## src/rtl/jk_pkg.sv

```systemverilog
// Shared definitions for the JK-cell modulo counter.
// Holds the JK truth-table encodings and the minimum-width helper.
package jk_pkg;

   localparam logic [1:0] JK_HOLD   = 2'b00;
   localparam logic [1:0] JK_RESET  = 2'b01;
   localparam logic [1:0] JK_SET    = 2'b10;
   localparam logic [1:0] JK_TOGGLE = 2'b11;

   // Bits needed to hold the values 0 .. modulus-1.
   function automatic int min_width(input int modulus);
      return (modulus <= 2) ? 1 : $clog2(modulus);
   endfunction

endpackage

```

## src/rtl/jk_ff_sync.sv

```systemverilog
// Single JK flip-flop cell with synchronous active-low reset.
module jk_ff_sync
   import jk_pkg::*;
(
   input  logic clk,
   input  logic reset,
   input  logic J,
   input  logic K,
   output logic Q
);

   logic r_q;

   always_ff @(posedge clk) begin
      if (!reset) begin
         r_q <= 1'b0;
      end else begin
         case ({J, K})
            JK_HOLD:   r_q <= r_q;
            JK_RESET:  r_q <= 1'b0;
            JK_SET:    r_q <= 1'b1;
            JK_TOGGLE: r_q <= ~r_q;
            default:   r_q <= r_q;
         endcase
      end
   end

   assign Q = r_q;

endmodule

```

## src/rtl/jk_mod_counter.sv

```systemverilog
// Modulo-N up/down counter built from a bank of JK cells driven in toggle form.
// Next state is computed first; each cell toggles where it differs from the current count.
module jk_mod_counter
   import jk_pkg::*;
#(
   parameter int WIDTH   = 4,
   parameter int MODULUS = 10
)
(
   input  logic             clk,
   input  logic             reset,
   input  logic             en,
   input  logic             up,
   input  logic             load,
   input  logic [WIDTH-1:0] din,
   output logic [WIDTH-1:0] q,
   output logic             tc,
   output logic             wrap
);

   localparam logic [WIDTH-1:0] LP_MAX = WIDTH'(MODULUS - 1);

   logic [WIDTH-1:0] w_q;
   logic [WIDTH-1:0] w_next;
   logic [WIDTH-1:0] w_tog;
   logic             w_wrap_nx;
   logic             r_wrap;

   generate
      if (WIDTH < min_width(MODULUS)) begin : g_width_check
         $error("jk_mod_counter: WIDTH too small for MODULUS");
      end
   endgenerate

   // Wrap is detected before stepping, so the step never leaves WIDTH bits.
   always_comb begin
      w_next    = w_q;
      w_wrap_nx = 1'b0;
      if (load) begin
         w_next = (din > LP_MAX) ? LP_MAX : din;
      end else if (en) begin
         if (w_q > LP_MAX) begin
            w_next    = '0;
            w_wrap_nx = 1'b1;
         end else if (up) begin
            if (w_q == LP_MAX) begin
               w_next    = '0;
               w_wrap_nx = 1'b1;
            end else begin
               w_next = w_q + 1'b1;
            end
         end else begin
            if (w_q == '0) begin
               w_next    = LP_MAX;
               w_wrap_nx = 1'b1;
            end else begin
               w_next = w_q - 1'b1;
            end
         end
      end
   end

   assign w_tog = w_q ^ w_next;

   genvar gi;
   generate
      for (gi = 0; gi < WIDTH; gi++) begin : g_cell
         jk_ff_sync u_cell (
            .clk   (clk),
            .reset (reset),
            .J     (w_tog[gi]),
            .K     (w_tog[gi]),
            .Q     (w_q[gi])
         );
      end
   endgenerate

   always_ff @(posedge clk) begin
      if (!reset) begin
         r_wrap <= 1'b0;
      end else begin
         r_wrap <= w_wrap_nx;
      end
   end

   assign tc   = en & ((up & (w_q == LP_MAX)) | (~up & (w_q == '0)));
   assign q    = w_q;
   assign wrap = r_wrap;

endmodule

```

## config.mk

```make
export PLATFORM = sky130hd
export DESIGN_NAME = jk_mod_counter
export DESIGN_NICKNAME = d
export VERILOG_FILES = /design/src/rtl/jk_pkg.sv /design/src/rtl/jk_ff_sync.sv /design/src/rtl/jk_mod_counter.sv
export SDC_FILE = /design/constraint.sdc
export NUM_CORES = 1
export LEC_CHECK = 0
export CORE_AREA = 4 4 41 43
export CTS_CLUSTER_DIAMETER = 60
export DETAILED_ROUTE_END_ITERATION = 8
export DIE_AREA = 0 0 45 47
export GPL_TIMING_DRIVEN = 0
export PLACE_DENSITY = 0.72
export RECOVER_POWER = 100
export SKIP_CTS_REPAIR_TIMING = 1
export SLEW_MARGIN = 20
export SYNTH_ARGS = -nofsm -noshare
export SYNTH_HDL_FRONTEND = slang
export SYNTH_SLANG_ARGS = --single-unit
```

## constraint.sdc

```tcl
create_clock -name clk -period 2.9 [get_ports clk]
set_clock_uncertainty 0.2 [all_clocks]
set_input_delay 0.29 -clock clk [delete_from_list [all_inputs] [get_ports clk]]
set_output_delay 0.29 -clock clk [all_outputs]
set_load 0.05 [all_outputs]
```

==> run_results.csv, run 1 <==
group,metric,value,unit
setup_path,startpoint_type,"primary input",
global_route,grt_max_degree,11,
synth,ys.warnings.count,0,
global_route,globalRouteMet3Util,0.0115,
pwr,p_total,411,uW
synth,synth.distinct_cells,36,
floorplanning,io_pins,15,
clock_network,root_buffer,"clkbuf_4",
clock_network,clock_sinks,5,
final_layout,fill_cells,131,
timing,fin_crit_sh,0.928,
synth,synth_area_per_cell,7.57,sq um
placed_design,place_ws,-0.0278,ns
synth,synth_nets,88,
detailed_routing,firstDrtPassIters,4,
global_route,grt_pass1_vias,541,
final_layout,regArea,100,sq um
setup_path,end_kind,"primary output",
synth,seq_area_frac_synth,0.176,
setup_path,crit_path_max_incr_delay,0.62,ns
timing,relSlewSlack,0.608,
global_route,grt_pass1_wl,2.24,mm
global_route,overflow,0,
floorplanning,start_util,0.437,
status,outcome,"finished clean",
timing,setup_viol,0,
global_route,antenna_found_initial,0,
detailed_routing,antenna_left,0,
pwr,ir_drop,312,uV
floorplanning,dieWidth,45,um
detailed_routing,num_vias,618,
timing,rsz0062_at_grt,"no",
timing,worst_slack,0.210,ns
final_layout,diodes,0,
detailed_routing,drt-initial-drc-count,18,
timing,worst_pin_slew,0.591,ns
detailed_routing,wirelength,1.37,mm
synth,synthAdderAreaFrac,0.0881,
synth,synth_top_family_by_area,"compound AO/OA/AOI/OAI gates",
setup_path,cpLargestDelayFamily,"buffers and inverters",
detailed_routing,post_drt_via_cell_ratio,5.83,
clock_network,clockBufferDepth,2,
floorplanning,rows,13,
synth,syn_inst,75,
final_layout,area_growth,29.1,%
setup_path,slowest_stage,"dlygate4sd3_1",
global_route,grtUsageTotal,0.140,
floorplanning,die_height,47,um
final_layout,layout-drive-gt1-share,0.154,
setup_path,path_cells,"dlygate4sd3_1 -> or3_1 -> a2111oi_2 -> clkbuf_1",
placed_design,place_congestion,0.803,
clock_network,clk_pin_slew_worst_paths,0.04,ns
detailed_routing,drc,0,
hold_path,min_path_type,"primary input to flip-flop",
synth,syn_area,568,sq um
clock_network,clock_latency,0.23,ns
synth,synth-compound-area-share,0.253,
placed_design,portBuffers,12,
global_route,gr-usage-met2,0.251,
timing,finalMaxSlewViolations,0,
timing,period_needed,2.69,ns
setup_path,path_buf_inv,2,
timing,finalSetupTns,0,ns
global_route,use_met1,0.180,
flow_run,cap_violations,0,
setup_path,cp_max_fo,6,
final_layout,final_cell_mix,"inv_1 (6), dlygate4sd3_1 (6)",
setup_path,crit_type,"primary input to primary output",
global_route,grt_busiest_layer,"met2",
final_layout,multiInputGateArea,385,sq um
timing,hold_violations,0,
setup_path,cp.arrival,2.20,ns
pwr,p_per_area,561,mW/mm^2
clock_network,htree_levels,1,
final_layout,final_core_util,0.563,
synth,ys_ff_latch,5,
synth,synth-xor-area-share,0,
timing,max_freq,372,MHz
floorplanning,die_area,0.00212,sq mm
clock_network,cts-buffers-inserted,3,
floorplanning,core_region_area,0.00130,sq mm
synth,synth-simple-area-share,0.236,
clock_network,cts_tree,"yes",
setup_path,cp.required,2.41,ns
detailed_routing,wire_per_inst,12.9,um
synth,synthMuxAreaShare,0.0903,
placed_design,place_hpwl,1.07,mm
pwr,leakage,0.000305,uW
final_layout,fin_nets,105,
==> routing by layer <==
layer	routed length, um	vias to the layer above
li1	-	304
met1	571	296
met2	729	18
met3	67	0
met4	0	0
met5	0	-
==> through the flow <==
step                hold WS, ns  cell area, sq um  instances
floorplan                 0.215               574         75
global placement          0.381               713        102
detailed placement        0.395               713        102
CTS                       0.152               739        106
global route              0.184               733        106
finish                    0.155               733        106
==> kinds of logic (layout without fill, tap and decap cells) <==
family,Yosys count,count (layout)
buf+inv,18,34
simple gates,23,23
flops,5,5
mux,5,5
compound gates,20,20
fa+ha+maj,4,4
==> sequential cells by signal, indices dropped and copies added, names as in the netlist <==
| register | cells |
|---|---|
| g_cell.u_cell.Q | 4 |
| wrap | 1 |
==> worst paths after layout <==
kind	slack (ns)	depth (start not counted)	to	startpoint
hold / removal	0.15	3	wrap	en
hold reg to reg	0.54	4	g_cell[2].u_cell.Q	g_cell[2].u_cell.Q
setup reg to reg	0.60	8	g_cell[2].u_cell.Q	g_cell[3].u_cell.Q
setup / recovery	0.21	4	tc	up
==> Yosys cell counts (all sizes together) <==
cell / number / share of area
inv: 7 / 0.046
nor2: 1 / 0.0066
nand2: 5 / 0.033
and3: 2 / 0.022
a2111oi: 1 / 0.015
a31oi: 1 / 0.011
dfxtp: 5 / 0.18
or3b: 2 / 0.031
buf: 9 / 0.097
o31a: 1 / 0.015
a221oi: 3 / 0.057
o22ai: 1 / 0.011
o32a: 1 / 0.018
nor3: 2 / 0.018
nand4: 1 / 0.011
nor2b: 4 / 0.044
nand4b: 1 / 0.015
o31ai: 1 / 0.013
or4: 1 / 0.013
nand2b: 1 / 0.011
nand3: 1 / 0.0088
o21ai: 5 / 0.044
ha: 4 / 0.088
mux2: 1 / 0.020
a211oi: 2 / 0.026
o32ai: 1 / 0.015
mux2i: 4 / 0.070
a21oi: 3 / 0.026
clkbuf: 2 / 0.013
or3: 2 / 0.022
==> tightest hold or removal path: cells and delay by family <==
family / cells / cell delay, ns
buffers and inverters: 1 / 0.14
and+or+nand+nor: 2 / 0.10
==> power breakdown <==
| group | total (uW) | internal, uW | switching [uW] |
|---|---|---|---|
| Combinational | 240 | 102 | 138 |
| Sequential | 93.2 | 79.9 | 13.4 |
| Clock | 77.6 | 51.8 | 25.8 |
==> final cells by class <==
class | count | area share
multi-input cells | 52 | 0.526
repair buffers | 12 | 0.155
flip-flops and latches | 5 | 0.137
plain buffers | 11 | 0.0853
clock buffers | 4 | 0.0358
inverters | 7 | 0.0358
well taps | 15 | 0.0256
Note: power is estimated with default switching activity, not from simulation.
==> run 2, diff against run 1 <==
--- a/config.mk
+++ b/config.mk
@@ -9,7 +9,7 @@
 export CTS_CLUSTER_DIAMETER = 60
 export DETAILED_ROUTE_END_ITERATION = 8
 export DIE_AREA = 0 0 45 47
-export GPL_TIMING_DRIVEN = 0
+export GPL_TIMING_DRIVEN = 1
 export PLACE_DENSITY = 0.72
 export RECOVER_POWER = 100
 export SKIP_CTS_REPAIR_TIMING = 1
==> run 2 against run 1 <==
Via count shrank 8.7%. Design area shrank 3.4%. Total power shrank 3.1%. Fmax grew 3.6%. Flip-flop and latch count is the same. Cell count shrank 7.5%. Clock power grew 4.0%. Utilization shrank 1.9 points. Combinational power shrank 15%. Die area is the same. Clock-buffer cell count is the same. Sequential power grew 23%. Largest cell class unchanged.
==> run_results.csv, run 2 (synthesis gave the netlist of run 1 again) <==
group,metric,value,unit
status,outcome,"finished clean",
clock_network,clk_pin_slew_worst_paths,0.04,ns
pwr,ir_drop,329,uV
clock_network,cts-buffers-inserted,3,
setup_path,r2r_end,"g_cell[1].u_cell.Q",
detailed_routing,drt-initial-drc-count,10,
hold_path,worstHoldPathCells,3,
floorplanning,io_pins,15,
clock_network,clockBufferDepth,2,
final_layout,final_core_util,0.544,
global_route,antenna_found_initial,0,
final_layout,fin_cells,98,
final_layout,largest_reg_flops,4,
setup_path,end_kind,"primary output",
pwr,leakage,0.000285,uW
detailed_routing,antenna_left,0,
placed_design,portBuffers,14,
setup_path,crit_type,"primary input to primary output",
hold_path,hold_path_end,"wrap",
final_layout,layout-drive-gt1-share,0.0964,
clock_network,clock_sinks,5,
setup_path,startpoint_type,"primary input",
setup_path,path_cells,"dlygate4sd3_1 -> or3_1 -> a2111oi_2 -> buf_12",
global_route,grtUsageTotal,0.144,
setup_path,worst-r2r-cell-count,7,
hold_path,min_path_type,"primary input to flip-flop",
detailed_routing,wire_per_inst,13.0,um
pwr,p_total,398,uW
global_route,grt_pass1_wl,2.18,mm
setup_path,timing.rr.start,"g_cell[2].u_cell.Q",
final_layout,final_cell_mix,"clkdlybuf4s50_1 (7), inv_1 (6), dlygate4sd3_1 (6)",
timing,finalMaxSlewViolations,0,
floorplanning,die_height,47,um
final_layout,area_growth,24.7,%
placed_design,dp_cells,94,
floorplanning,rows,13,
timing,finalSetupTns,0,ns
placed_design,dpl_cell_area,688,sq um
setup_path,rrSetupSlack,0.51,ns
clock_network,root_buffer,"clkbuf_4",
setup_path,slowest_stage,"dlygate4sd3_1",
detailed_routing,num_vias,564,
global_route,overflow,0,
final_layout,fin_area,708,sq um
setup_path,cp.arrival,2.11,ns
setup_path,cp_max_fo,15,
timing,setup_viol,0,
floorplanning,start_util,0.437,
clock_network,cts_tree,"yes",
flow_run,cap_violations,0,
setup_path,cp.required,2.41,ns
setup_path,crit_path_max_incr_delay,0.71,ns
clock_network,htree_levels,1,
detailed_routing,firstDrtPassIters,4,
final_layout,layout_commonest_cell,"clkdlybuf4s50_1",
timing,fin_crit_sh,0.896,
placed_design,place_hpwl,921,um
global_route,grt_pass1_vias,492,
timing,max_freq,385,MHz
floorplanning,die_area,0.00212,sq mm
final_layout,fin_nets,97,
final_layout,diodes,0,
timing,period_needed,2.60,ns
timing,hold_violations,0,
pwr,p_per_area,562,mW/mm^2
detailed_routing,wirelength,1.28,mm
timing,relSlewSlack,0.663,
global_route,grt_max_degree,16,
placed_design,place_congestion,0.772,
detailed_routing,post_drt_via_cell_ratio,5.76,
floorplanning,dieWidth,45,um
hold_path,min_from,"reset",
floorplanning,core_region_area,0.00130,sq mm
clock_network,clock_latency,0.24,ns
timing,worst_pin_slew,0.503,ns
detailed_routing,drc,0,
timing,rsz0062_at_grt,"no",
[run 2: layout make-up]
cell class | instances | area [sq um]
multi-input combinational | 52 | 379
timing repair buffer | 15 | 158
fill | 141 | 593
sequential | 5 | 100
clock buffer | 4 | 26.3
inverter | 7 | 26.3
tap | 15 | 18.8
[run 2: worst max-delay path: cells and delay by family]
family          cells  cell delay [ns]
buf+inv             2             0.91
compound gates      1             0.51
simple gates        1             0.40
[run 2: through the flow]
stage | worst slack, ns | hold slack (ns)
finish | 0.303 | 0.484
global route | 0.207 | 0.530
CTS | 0.347 | 0.488
floorplan | 0.549 | 0.215
global placement | 0.307 | 0.489
detailed placement | 0.240 | 0.506
[run 2: metal layers]
| layer | vias up | GRT usage | part of all wire |
|---|---|---|---|
| met5 | - | 0 | 0 |
| met4 | 0 | 0.105 | 0.020 |
| met3 | 4 | 0.0230 | 0.029 |
| met2 | 10 | 0.215 | 0.48 |
| met1 | 263 | 0.188 | 0.47 |
| li1 | 287 | - | - |
[run 2: report_power, final]
group	switching [uW]	leakage (uW)	internal (uW)
registers	35.0	0.0000409	79.9
clock network	28.7	0.0000150	52.0
logic	108	0.000229	94.6
total	172	0.000285	226
[run 2: how the worst max path moves through the flow]
stage | startpoint | end | slack (ns) | cells past startpoint
after floorplan | g_cell[0].u_cell.Q | tc | 0.55 | 2
after global placement | up | g_cell[1].u_cell.Q | 0.31 | 7
after detailed placement | up | g_cell[1].u_cell.Q | 0.24 | 7
after CTS | up | tc | 0.35 | 4
after global routing | up | tc | 0.21 | 4
final | up | tc | 0.30 | 4
==> variant, RTL diff (flow settings as in run 2) <==
Reset style: asynchronous (`reset`), changed in 2 clocked blocks. Comments in the files are not updated.
--- a/src/rtl/jk_ff_sync.sv
+++ b/src/rtl/jk_ff_sync.sv
@@ -11,7 +11,7 @@
 
    logic r_q;
 
-   always_ff @(posedge clk) begin
+   always_ff @(posedge clk or negedge reset) begin
       if (!reset) begin
          r_q <= 1'b0;
       end else begin
--- a/src/rtl/jk_mod_counter.sv
+++ b/src/rtl/jk_mod_counter.sv
@@ -75,7 +75,7 @@
       end
    endgenerate
 
-   always_ff @(posedge clk) begin
+   always_ff @(posedge clk or negedge reset) begin
       if (!reset) begin
          r_wrap <= 1'b0;
       end else begin
Formal check against the unedited RTL: differs if reset is asserted again (counterexample within 4 cycles, from zero or initial values and one cycle with reset low); with reset held inactive, the same outputs for 10 cycles.
==> variant against run 2 <==
- combinational power grew 90%
- area after synthesis decreased by 2.0%
- wire length fell by 17%
- synthesized cell count fell by 13%
- sequential cell count unchanged
- total power increased by 57%
- final area fell by 5.8%
- setup slack worse by 0.0064 ns
- highest routed layer unchanged
==> variant: results <==
export IMPL_synth_compound_area_share_pct=16.4
export IMPL_ys_seq_area_share_pct=22.5
export IMPL_min_path_type="primary input to async pin"
export IMPL_status="finished, final reports clean"
export IMPL_path_max_fanout=6
export IMPL_place_gp_congestion=0.722
export IMPL_async_flop_share_pct=100
export IMPL_wl_met2_um=500
export IMPL_firstDrtPassIters=2
export IMPL_synth_cell_types=30
export IMPL_insertion_delay_ns=0.24
export IMPL_drive_gt1_share_pct=14.5
export IMPL_ys_flop_type="dfrtp_1"
export IMPL_layout_cells_non_filler=91
export IMPL_crit_start="up"
export IMPL_cpMaxStageDelayCell="clkdlybuf4s50_1"
export IMPL_r2r_start="g_cell[0].u_cell.Q"
export IMPL_pre_cts_ws_ns=0.358
export IMPL_antenna_found_initial=0
export IMPL_dpl_cell_count=87
export IMPL_synthMuxAreaShare_pct=10.1
export IMPL_irDropWorstVdd_mv=0.522
export IMPL_clk_path_buf_depth=2
export IMPL_crit_path_start_kind="primary input"
export IMPL_final_nets=90
export IMPL_grt_pass1_wl_mm=1.95
export IMPL_wl_met1_um=509
export IMPL_drtIter0Drc=1
export IMPL_r2r_worst_path_cells=6
export IMPL_yosysWarningCount=0
export IMPL_hold_slack_ns=0.134
export IMPL_crit_end="tc"
export IMPL_grtUsageMet3_pct=1.15
export IMPL_synthCells=65
export IMPL_grt_util_met1_pct=15.2
export IMPL_vias=477
export IMPL_io_buffer_count=14
export IMPL_period_minus_slack_ns=2.60
export IMPL_reg2reg_setup_slack_ns=0.67
export IMPL_grt_max_degree=12
export IMPL_dpl_hpwl_um=869
export IMPL_hold_viol=0
export IMPL_synth_commonest_cells="nand2_1, buf_4, dfrtp_1, inv_1, mux2_2"
export IMPL_leakage_uw=0.000296
export IMPL_synthAdderAreaFrac_pct=8.99
export IMPL_synth_xor_area_share_pct=1.57
export IMPL_wl_met3_um=30
export IMPL_dpl_cell_area_um2=658
export IMPL_use_met2_pct=20.9
export IMPL_avgRoutedWirePerCell_um=11.7
export IMPL_r2r_end="g_cell[2].u_cell.Q"
export IMPL_grt_total_usage_pct=12.6
export IMPL_slowest_delay_ns=0.81
export IMPL_fillCellCount=129
export IMPL_cts_root_buffer_cell="clkbuf_4"
export IMPL_largest_reg_flops=4
export IMPL_ys_top_cells_by_area="dfrtp_1, mux2_2, ha_1"
export IMPL_syn_nets=78
export IMPL_worstMarginPinSlew_ns=0.500
export IMPL_clkSlewWorstSetupHoldPaths_ns=0.05
## variant: cell types whose count changed after synthesis, sizes merged, moves of 3 or more
| cell | before | now |
|---|---|---|
| dfrtp | 0 | 5 |
| dfxtp | 5 | 0 |
| mux2 | 1 | 5 |
| mux2i | 4 | 0 |
| nor2b | 4 | 0 |
| a221oi | 3 | 0 |
| nor2 | 1 | 4 |
## variant: power breakdown
| group | total (uW) | switching [uW] | internal [uW] |
|---|---|---|---|
| combinational | 386 | 220 | 167 |
| sequential | 158 | 60.6 | 97.5 |
| clock | 80.6 | 28.6 | 52.0 |
| total | 625 | 309 | 316 |
## variant: final cells by class
class	count	area [um2]	share of cell area, %
Clock buffer	4	26.3	3.94
Inverter	6	22.5	3.38
Multi-Input combinational cell	46	327	49.0
Sequential cell	5	125	18.8
Tap cell	15	18.8	2.81
Timing Repair Buffer	15	148	22.1
